File: config.mk
export PLATFORM = sky130hd
export DESIGN_NAME = uart_tx_arbiter_flat
export DESIGN_NICKNAME = d
export VERILOG_FILES = /design/src/rtl/uart_pkg.sv /design/src/rtl/uart_tx_arbiter_if.sv /design/src/rtl/uart_tx_arbiter_rr_select.sv /design/src/rtl/uart_tx_arbiter.sv /design/src/flat_wrapper.sv
export SDC_FILE = /design/constraint.sdc
export NUM_CORES = 1
export LEC_CHECK = 0
export CAP_MARGIN = 25
export CORE_ASPECT_RATIO = 0.8
export CORE_UTILIZATION = 41
export DETAILED_ROUTE_END_ITERATION = 6
export PLACE_DENSITY_LB_ADDON = 0.15
export SLEW_MARGIN = 20
export SYNTH_ARGS = -nofsm -noshare
export SYNTH_HDL_FRONTEND = slang
export SYNTH_SLANG_ARGS = --single-unit
File: constraint.sdc
create_clock -name clk -period 3.22 [get_ports clk]
set_input_delay 0.483 -clock clk [delete_from_list [all_inputs] [get_ports clk]]
set_output_delay 0.483 -clock clk [all_outputs]
set_load 0.03 [all_outputs]
File: src/rtl/uart_pkg.sv
// Shared definitions for the UART transmit path: byte width and the
// transmit-arbiter FSM state encoding.
package uart_pkg;

  localparam int UART_DATA_W = 8;

  typedef enum logic [1:0] {
    ARB_IDLE      = 2'd0,
    ARB_LAUNCH    = 2'd1,
    ARB_WAIT_BUSY = 2'd2,
    ARB_WAIT_DONE = 2'd3
  } arb_state_t;

endpackage

File: src/rtl/uart_tx_arbiter_if.sv
// Bundle between byte producers, the transmit arbiter and the uart_tx instance.
// master = arbiter side, slave = producers plus transmitter.
interface uart_tx_arbiter_if #(
  parameter int N_REQ = 4,
  parameter int ID_W  = $clog2(N_REQ)
);
  import uart_pkg::*;

  // Handshake: req[i] is a level held with data_in lane i stable until gnt[i]
  // pulses for one cycle; the byte is accepted on that pulse. tx_start is a
  // one-cycle pulse qualifying tx_data; tx_busy reports the transmitter state.
  logic [N_REQ-1:0]             req;
  logic [N_REQ*UART_DATA_W-1:0] data_in;
  logic [N_REQ-1:0]             gnt;
  logic                         tx_start;
  logic [UART_DATA_W-1:0]       tx_data;
  logic                         tx_busy;
  logic                         active;
  logic [ID_W-1:0]              cur_id;

  modport master (
    input  req, data_in, tx_busy,
    output gnt, tx_start, tx_data, active, cur_id
  );

  modport slave (
    output req, data_in, tx_busy,
    input  gnt, tx_start, tx_data, active, cur_id
  );

endinterface

File: src/rtl/uart_tx_arbiter_rr_select.sv
// rr_select: combinational round-robin picker; scans req starting at ptr,
// wrapping modulo N_REQ, and returns the first pending index.
module rr_select #(
  parameter int N_REQ = 4,
  parameter int ID_W  = $clog2(N_REQ)
) (
  input  logic [N_REQ-1:0] req,
  input  logic [ID_W-1:0]  ptr,
  output logic [N_REQ-1:0] win_oh,
  output logic [ID_W-1:0]  win_id,
  output logic             any
);

  logic [ID_W:0]   sum;
  logic [ID_W-1:0] cand;

  always_comb begin
    win_oh = '0;
    win_id = '0;
    any    = 1'b0;
    sum    = '0;
    cand   = '0;
    for (int i = 0; i < N_REQ; i++) begin
      // ptr < N_REQ and i < N_REQ, so one conditional subtract wraps the sum
      sum = {1'b0, ptr} + (ID_W+1)'(i);
      if (sum >= (ID_W+1)'(N_REQ)) sum = sum - (ID_W+1)'(N_REQ);
      cand = sum[ID_W-1:0];
      if (!any && req[cand]) begin
        any          = 1'b1;
        win_oh[cand] = 1'b1;
        win_id       = cand;
      end
    end
  end

endmodule

File: src/rtl/uart_tx_arbiter.sv
// uart_tx_arbiter: shares one uart_tx between N_REQ byte producers, one byte in
// flight at a time. Define UART_TX_ARB_FIXED_PRIO_EN for lowest-index-wins priority.
module uart_tx_arbiter
  import uart_pkg::*;
#(
  parameter int N_REQ = 4,
  parameter int ID_W  = $clog2(N_REQ)
) (
  input  logic              clk,
  input  logic              rst,
  uart_tx_arbiter_if.master bus,
  output arb_state_t        dbg_state
);

  arb_state_t             state;
  logic [N_REQ-1:0]       gnt_q;
  logic                   tx_start_q;
  logic [UART_DATA_W-1:0] tx_data_q;
  logic [UART_DATA_W-1:0] win_data;
  logic [ID_W-1:0]        cur_id_q;
  logic [ID_W-1:0]        ptr;
  logic [ID_W-1:0]        win_id;
  logic [N_REQ-1:0]       win_oh;
  logic                   win_any;
  logic                   take;

  rr_select #(.N_REQ(N_REQ), .ID_W(ID_W)) u_sel (
    .req    (bus.req),
    .ptr    (ptr),
    .win_oh (win_oh),
    .win_id (win_id),
    .any    (win_any)
  );

  always_comb begin
    win_data = '0;
    for (int i = 0; i < N_REQ; i++)
      if (win_oh[i]) win_data = bus.data_in[i*UART_DATA_W +: UART_DATA_W];
  end

  // A grant needs an idle arbiter and an idle transmitter, even a foreign busy.
  assign take = (state == ARB_IDLE) && !bus.tx_busy && win_any;

`ifdef UART_TX_ARB_FIXED_PRIO_EN
  assign ptr = '0;
`else
  always_ff @(posedge clk) begin
    if (rst)       ptr <= '0;
    else if (take) ptr <= (win_id == ID_W'(N_REQ-1)) ? '0 : win_id + 1'b1;
  end
`endif

  always_ff @(posedge clk) begin
    if (rst) begin
      state      <= ARB_IDLE;
      gnt_q      <= '0;
      tx_start_q <= 1'b0;
      tx_data_q  <= '0;
      cur_id_q   <= '0;
    end else begin
      gnt_q      <= '0;
      tx_start_q <= 1'b0;
      case (state)
        ARB_IDLE: begin
          if (take) begin
            gnt_q     <= win_oh;
            tx_data_q <= win_data;
            cur_id_q  <= win_id;
            state     <= ARB_LAUNCH;
          end
        end
        ARB_LAUNCH: begin
          tx_start_q <= 1'b1;
          state      <= ARB_WAIT_BUSY;
        end
        // uart_tx raises busy a cycle after start; wait for it before watching for done
        ARB_WAIT_BUSY: if (bus.tx_busy)  state <= ARB_WAIT_DONE;
        ARB_WAIT_DONE: if (!bus.tx_busy) state <= ARB_IDLE;
        default:                         state <= ARB_IDLE;
      endcase
    end
  end

  assign bus.gnt      = gnt_q;
  assign bus.tx_start = tx_start_q;
  assign bus.tx_data  = tx_data_q;
  assign bus.cur_id   = cur_id_q;
  assign bus.active   = (state != ARB_IDLE);
  assign dbg_state    = state;

endmodule

File: src/flat_wrapper.sv
// flat-port wrapper written by rule: the top's interface ports become plain ports
module uart_tx_arbiter_flat import uart_pkg::*;
#(
  parameter int N_REQ = 4,
  parameter int ID_W  = $clog2(N_REQ)
)
  (clk, rst, dbg_state, bus_req, bus_data_in, bus_tx_busy, bus_gnt, bus_tx_start, bus_tx_data, bus_active, bus_cur_id);
  uart_tx_arbiter_if #(.N_REQ(N_REQ), .ID_W(ID_W)) bus_i ();
  input  logic clk;
  input  logic rst;
  output arb_state_t dbg_state;
  input wire logic [$bits(bus_i.req)-1:0] bus_req;
  input wire logic [$bits(bus_i.data_in)-1:0] bus_data_in;
  input wire logic [$bits(bus_i.tx_busy)-1:0] bus_tx_busy;
  output wire logic [$bits(bus_i.gnt)-1:0] bus_gnt;
  output wire logic [$bits(bus_i.tx_start)-1:0] bus_tx_start;
  output wire logic [$bits(bus_i.tx_data)-1:0] bus_tx_data;
  output wire logic [$bits(bus_i.active)-1:0] bus_active;
  output wire logic [$bits(bus_i.cur_id)-1:0] bus_cur_id;
  assign bus_i.req = bus_req;
  assign bus_i.data_in = bus_data_in;
  assign bus_i.tx_busy = bus_tx_busy;
  assign bus_gnt = bus_i.gnt;
  assign bus_tx_start = bus_i.tx_start;
  assign bus_tx_data = bus_i.tx_data;
  assign bus_active = bus_i.active;
  assign bus_cur_id = bus_i.cur_id;
  uart_tx_arbiter #(.N_REQ(N_REQ), .ID_W(ID_W)) u_core (.clk(clk), .rst(rst), .bus(bus_i), .dbg_state(dbg_state));
endmodule
==> impl_metrics.py <==
metrics = {
    "placed_design": {
        "dp_hpwl_um": 3140,
        "port_buffers": 56,
        "post-place-ws_ns": -0.0903,
        "gp_congestion": 0.873,
    },
    "drt": {
        "drcViolationCount": 0,
        "vias": 1701,
        "viasPerCell": 5.23,
        "wl_per_cell_um": 13.2,
        "firstDrtPassIters": 4,
        "antenna_left": 0,
        "drt-initial-drc-count": 73,
        "routed_wl_um": 4280,
    },
    "floorplan": {
        "die_h_um": 58.6,
        "die-area_um2": 4270,
        "ios": 57,
        "start_util": 0.429,
        "die_w_um": 72.8,
        "core-area_um2": 3830,
        "rows": 20,
    },
    "setup_path": {
        "r2r-end": "u_core.bus.tx_data[4]",
        "cp_slowest_cell": "mux4_2",
        "cpPeakStageDelay_ns": 0.58,
        "cp.required_ns": 3.41,
        "r2r_cells": 9,
        "startpoint_type": "primary input",
        "crit_arrival_ns": 3.31,
        "critPathTopFamily": "simple AND/OR/NAND/NOR gates",
        "critPathMaxFanout": 8,
        "rrSetupSlack_ns": 0.17,
        "reg2reg_from": "u_core.ptr[0]",
        "critical_path_class": "in2reg",
        "end_kind": "register",
        "crit_buf_inv": 2,
        "worstPathCellList": "clkdlybuf4s50_1 > mux4_2 > buf_4 > nor4b_2 > nand2_1 > a221o_1 > nor2_1 > o221a_1",
    },
    "clock_tree": {
        "root_buffer": "clkbuf_8",
        "h-tree-depth": 1,
        "cts.reportedPaths.clkPinSlew_ns": 0.07,
        "cts_setup_buffers": 0,
        "ctsResizeCount": 0,
        "cts_max_path_buffers": 2,
        "holdBufCountCts": 0,
        "clock_sinks": 19,
        "clk_latency_ns": 0.25,
        "numCtsBuffers": 3,
        "cts_tree": "done",
    },
    "timing": {
        "fin_ws_ns": 0.109,
        "worst_pin_slew_ns": 0.830,
        "slew_headroom": 0.447,
        "finalCriticalPeriod_ns": 3.11,
        "finalHoldViolCount": 0,
        "rsz0062_at_grt": "false",
        "fmax_ghz": 0.321,
        "finalSetupViolCount": 0,
        "drv_slew": 0,
        "worst_hold_slack_ns": 0.500,
        "finalClockSkew_ns": 0.00104,
        "finalCritPeriodShare": 0.966,
    },
    "flow_run": {
        "drv_cap": 0,
    },
    "global_route": {
        "grt_pass1_vias": 1483,
        "grt_pass1_wl_um": 6810,
        "grt_overflow": 0,
        "grt.total_usage": 0.207,
        "grt_max_degree": 27,
        "antenna_found_initial": 0,
    },
    "logic_synthesis": {
        "ys_types": 37,
        "syn_area_um2": 1640,
        "synth_flop_cell": "dfxtp_1",
        "syn-num-nets": 259,
        "synth-seq-cells": 19,
        "syn-instance-count": 207,
        "synth_area_leaders": "dfxtp_1 23%, ha_1 9.9%, nor2_1 7.8%, inv_1 5.7%, mux4_2 5.5%",
        "ys_warn_count": 0,
        "async_flop_share": 0,
        "synth_top_area_frac": 0.231,
        "seq_area_frac_synth": 0.231,
        "synth_top_cell_by_area": "dfxtp_1",
        "synth-edff-count": 0,
        "syn_area_per_cell_um2": 7.94,
    },
    "layout": {
        "nFillCells": 357,
        "post-route-util": 0.621,
        "syn_to_final_growth_pct": 44.5,
        "drive_gt1_frac": 0.126,
        "antennaDiodeCount": 0,
        "layout.nets": 323,
    },
    "pwr": {
        "vdd_drop_max_mv": 0.518,
        "p_leak_uw": 0.000984,
        "power_uw": 1870,
        "powerDensity_nw_per_um2": 789,
    },
    "min_path": {
        "min_path_type": "reg2reg",
        "hold_start": "u_core.bus.cur_id[1]",
        "hold_depth": 2,
        "whs_endpoint": "u_core.bus.cur_id[1]",
    },
    "run_status": {
        "outcome": "finished clean",
    },
}
metal layers:
metal / track usage / part of all wire
met5: 0 / 0
met3: 0.0479 / 0.068
met4: 0.0476 / 0.0079
met2: 0.326 / 0.44
met1: 0.288 / 0.48
sequential cells by signal, indices dropped and copies added (netlist names):
signal and count:
u_core.bus.cur_id 2, u_core.dbg_state 2, u_core.bus.gnt 4, u_core.bus.tx_data 8
u_core.bus.tx_start 1, u_core.ptr 2
cell type report:
type | instances | area [um^2] | area share
clock buffers | 4 | 45.0 | 0.0190
inverters | 25 | 93.8 | 0.0395
multi-input cells | 151 | 1100 | 0.464
flip-flops and latches | 19 | 380 | 0.160
well taps | 55 | 68.8 | 0.0290
repair buffers | 71 | 686 | 0.289
placed cells by master, fill, tap and decap left out, types with 4 or more instances in the layout:
master,n
a211oi_1,8
a21oi_1,12
buf_4,14
clkdlybuf4s50_1,56
dfxtp_1,19
ha_1,13
inv_1,25
mux4_2,4
nand2_1,15
nand2b_1,8
nand3b_1,4
nor2_1,34
nor2b_1,4
o211ai_1,9
o221a_2,6
stage by stage:
| step | area (um^2) | TNS [ns] | instances |
|---|---|---|---|
| 2_1_floorplan | 1640 | 0 | 207 |
| 3_3_place_gp | 2330 | -0.0348 | 321 |
| 3_5_place_dp | 2330 | -0.595 | 321 |
| 4_1_cts | 2370 | 0 | 325 |
| 5_1_grt | 2380 | 0 | 325 |
| 6_report | 2380 | 0 | 325 |
report_power, final:
part	switching, uW	internal, uW
combinational	759	602
clock	77.5	88.0
sequential	46.3	302
Yosys cell counts (3+ instances only):
library cell  count
a211oi_1          8
a21o_1            3
a21oi_1          12
buf_2             4
buf_6             3
clkbuf_1          5
dfxtp_1          19
ha_1             13
inv_1            25
mux2i_1           3
mux4_2            4
nand2_1          15
nand2b_1          8
nand3b_1          4
nor2_1           34
nor2b_1           4
nor3_1            4
o211ai_1          9
o21ai_0           3
o221a_2           6
how the worst max path moves through the flow:
stage,end,depth (start not counted),startpoint
CTS,u_core.bus.tx_data[6],7,bus_req[2]
global placement,u_core.bus.tx_data[6],7,bus_req[2]
detailed placement,u_core.bus.tx_data[4],8,bus_req[2]
finish,u_core.bus.tx_data[4],8,bus_req[2]
floorplan,u_core.bus.tx_data[4],12,u_core.ptr[0]
global route,u_core.bus.tx_data[4],8,bus_req[2]
tightest hold or removal path: stages, from the launching register on:
cell	delay (ns)
dfxtp_1	0.31
nor2_1	0.09
nor3_1	0.05
cells by family after synthesis:
family                   share of synthesized area
XOR/XNOR                                   0.00533
buffers and inverters                        0.101
adder cells (fa/ha/maj)                     0.0989
multiplexers                                0.0731
AO/OA/AOI/OAI                                0.270
AND/OR/NAND/NOR                              0.220
flip-flops                                   0.231
Note: power is estimated with default switching activity, not from simulation.
==> edit, RTL diff (same settings) <==
Put one more register stage on the output `dbg_state`. The value now appears one clock later. The other outputs are not delayed to match.
--- a/src/rtl/uart_tx_arbiter.sv
+++ b/src/rtl/uart_tx_arbiter.sv
@@ -88,3 +88,5 @@
   assign bus.active   = (state != ARB_IDLE);
-  assign dbg_state    = state;
+  always_ff @(posedge clk) begin
+    dbg_state <= state;
+  end
 
Check against the original RTL: not equivalent (a bounded check fails within 4 cycles, from zero or initial values and one cycle with rst high).
==> edit against the original RTL <==
Synthesized cell count increased by 4.8%; cell area up 3.6%; sequential share of layout area grew 1.1 points; sequential power up 21%; worst setup slack better by 280 ps; combinational power grew 23%; worst hold slack got worse by 100 ps; clock power is 13% higher; power rose by 21%; maximum frequency up 9.8%; highest routed layer unchanged; synthesized area increased by 7.8%; wire length is 15% higher; sequential cell count up 2.
==> edit: results (changes against the original RTL) <==
metric,value,unit,change
cts_buffer_depth,2,,unchanged
crit_fanout,12,,+4
dp.final_hpwl,3610,microns,+15%
final_nets,323,,unchanged
placed_cell_area,2410,sq um,+3.6%
grt_max_degree,22,,-19%
hp-class,flop to flop,,
crit_slowest_cell,mux4_2,,
worstPathArrival,2980,ps,-330 ps
layout-drive-gt1-share,10.0,%,-2.6 points
crit_family,buffers and inverters,,
largest_register_ffs,8,,unchanged
synth.yosys.seq_area_share,23.7,%,+0.58 points
peakVddDrop,552,uV,+6.6%
track_usage,21.6,%,+0.94 points
cts-htree-levels,1,,unchanged
postCtsSetupBuffers,0,,unchanged
syn_nets,269,,+3.9%
yosys-top-cells-count,"dfxtp_1, nand2_1, inv_1, a21oi_1, ha_1",,
finalWeightedCongestion,0.810,,-7.3%
numPortBuffers,56,,unchanged
status,completed,,
p_leak,0.926,nW,-5.9%
p_switching,0.00112,W,+27%
wirelength,4930,microns,+15%
grt_first_pass_wirelength,7530,microns,+11%
clk_pin_slew,80,ps,
post_cts_resized,0,,unchanged
first_iter_violations,163,,+120%
dr.pass1.iters,4,,unchanged
via_count,1856,,+9.1%
synth_cell_types,48,,+30%
antenna_found_initial,0,,unchanged
grt_pass1_vias,1624,,+9.5%
num_antenna_cells,0,,unchanged
hold_viol_final,0,,unchanged
slowest_delay,670,ps,+90 ps
clk_latency,270,ps,+20 ps
finClkSkew,8.87,ps,+7.83 ps
tightest_slew,816,ps,-13.4 ps
yosysWarnings,0,,unchanged
synth.area.top_cells,"dfxtp_1, ha_1, o311ai_0",,
## edit: changes by cell type after synthesis, sizes merged, moves of 7 or more
cell,delta
nand3,+8
inv,-9
a31oi,+8
nor2,-23
o221a,-7
a211oi,-8
a221o,+7
a21boi,+8
o311ai,+8
## edit: cell type report
cell class	count	area [sq um]
inverter	16	60.1
fill	353	1520
multi-input combinational	163	1220
tap	55	68.8
timing repair buffer	66	648
clock buffer	3	41.3
sequential	21	420
clock inverter	1	7.51
## edit: power groups by stage
stage               Combinational (W)  Sequential, W  Clock, W
finish                        0.00167       0.000420  0.000187
floorplan                    0.000973       0.000586         0
global route                  0.00182       0.000432  0.000202
CTS                           0.00166       0.000421  0.000189
detailed placement            0.00165       0.000425         0
global placement              0.00165       0.000426         0
## edit: metrics by stage
step | cells | setup WS (ps) | hold slack, ps
2_1_floorplan | 217 | 103 | 371
3_3_place_gp | 321 | 93.2 | 387
3_5_place_dp | 321 | 41.4 | 382
4_1_cts | 325 | 289 | 398
5_1_grt | 325 | 109 | 406
6_report | 325 | 387 | 395
## edit: path summary, 6_finish.rpt
| kind | end | cells after the start | from | slack, ps |
|---|---|---|---|---|
| setup / recovery | u_core.bus.tx_data[5] | 8 | bus_req[3] | 390 |
| hold / removal | u_core.dbg_state[1] | 0 | u_core.state[1] | 400 |
| setup reg to reg | u_core.bus.tx_data[5] | 8 | u_core.ptr[0] | 390 |
| hold reg to reg | u_core.dbg_state[1] | 0 | u_core.state[1] | 400 |
## edit: cells by family after synthesis
group / share of synthesized area [%]
AO/OA/AOI/OAI: 33.3
AND/OR/NAND/NOR: 17.7
buffers and inverters: 8.26
flip-flops: 23.7
adder cells (fa/ha/maj): 9.17
multiplexers: 7.34
XOR/XNOR: 0.494
## edit: layer usage
metal	GRT usage [%]	share of wire, %	vias to the layer above	routed length, microns
li1	-	-	930	-
met1	30.3	49	856	2410
met2	34.3	44	66	2150
met3	5.32	7.2	4	354
met4	3.44	0.34	0	17
met5	0	0	-	0
## edit: worst register-to-register path: stages (launching register included)
cell and delay, ps:
dfxtp_1 350, inv_2 90, ha_1 530, mux4_2 470, and2b_2 260, a22oi_1 60
o211ai_1 660, nand3_1 140, a31oi_1 190
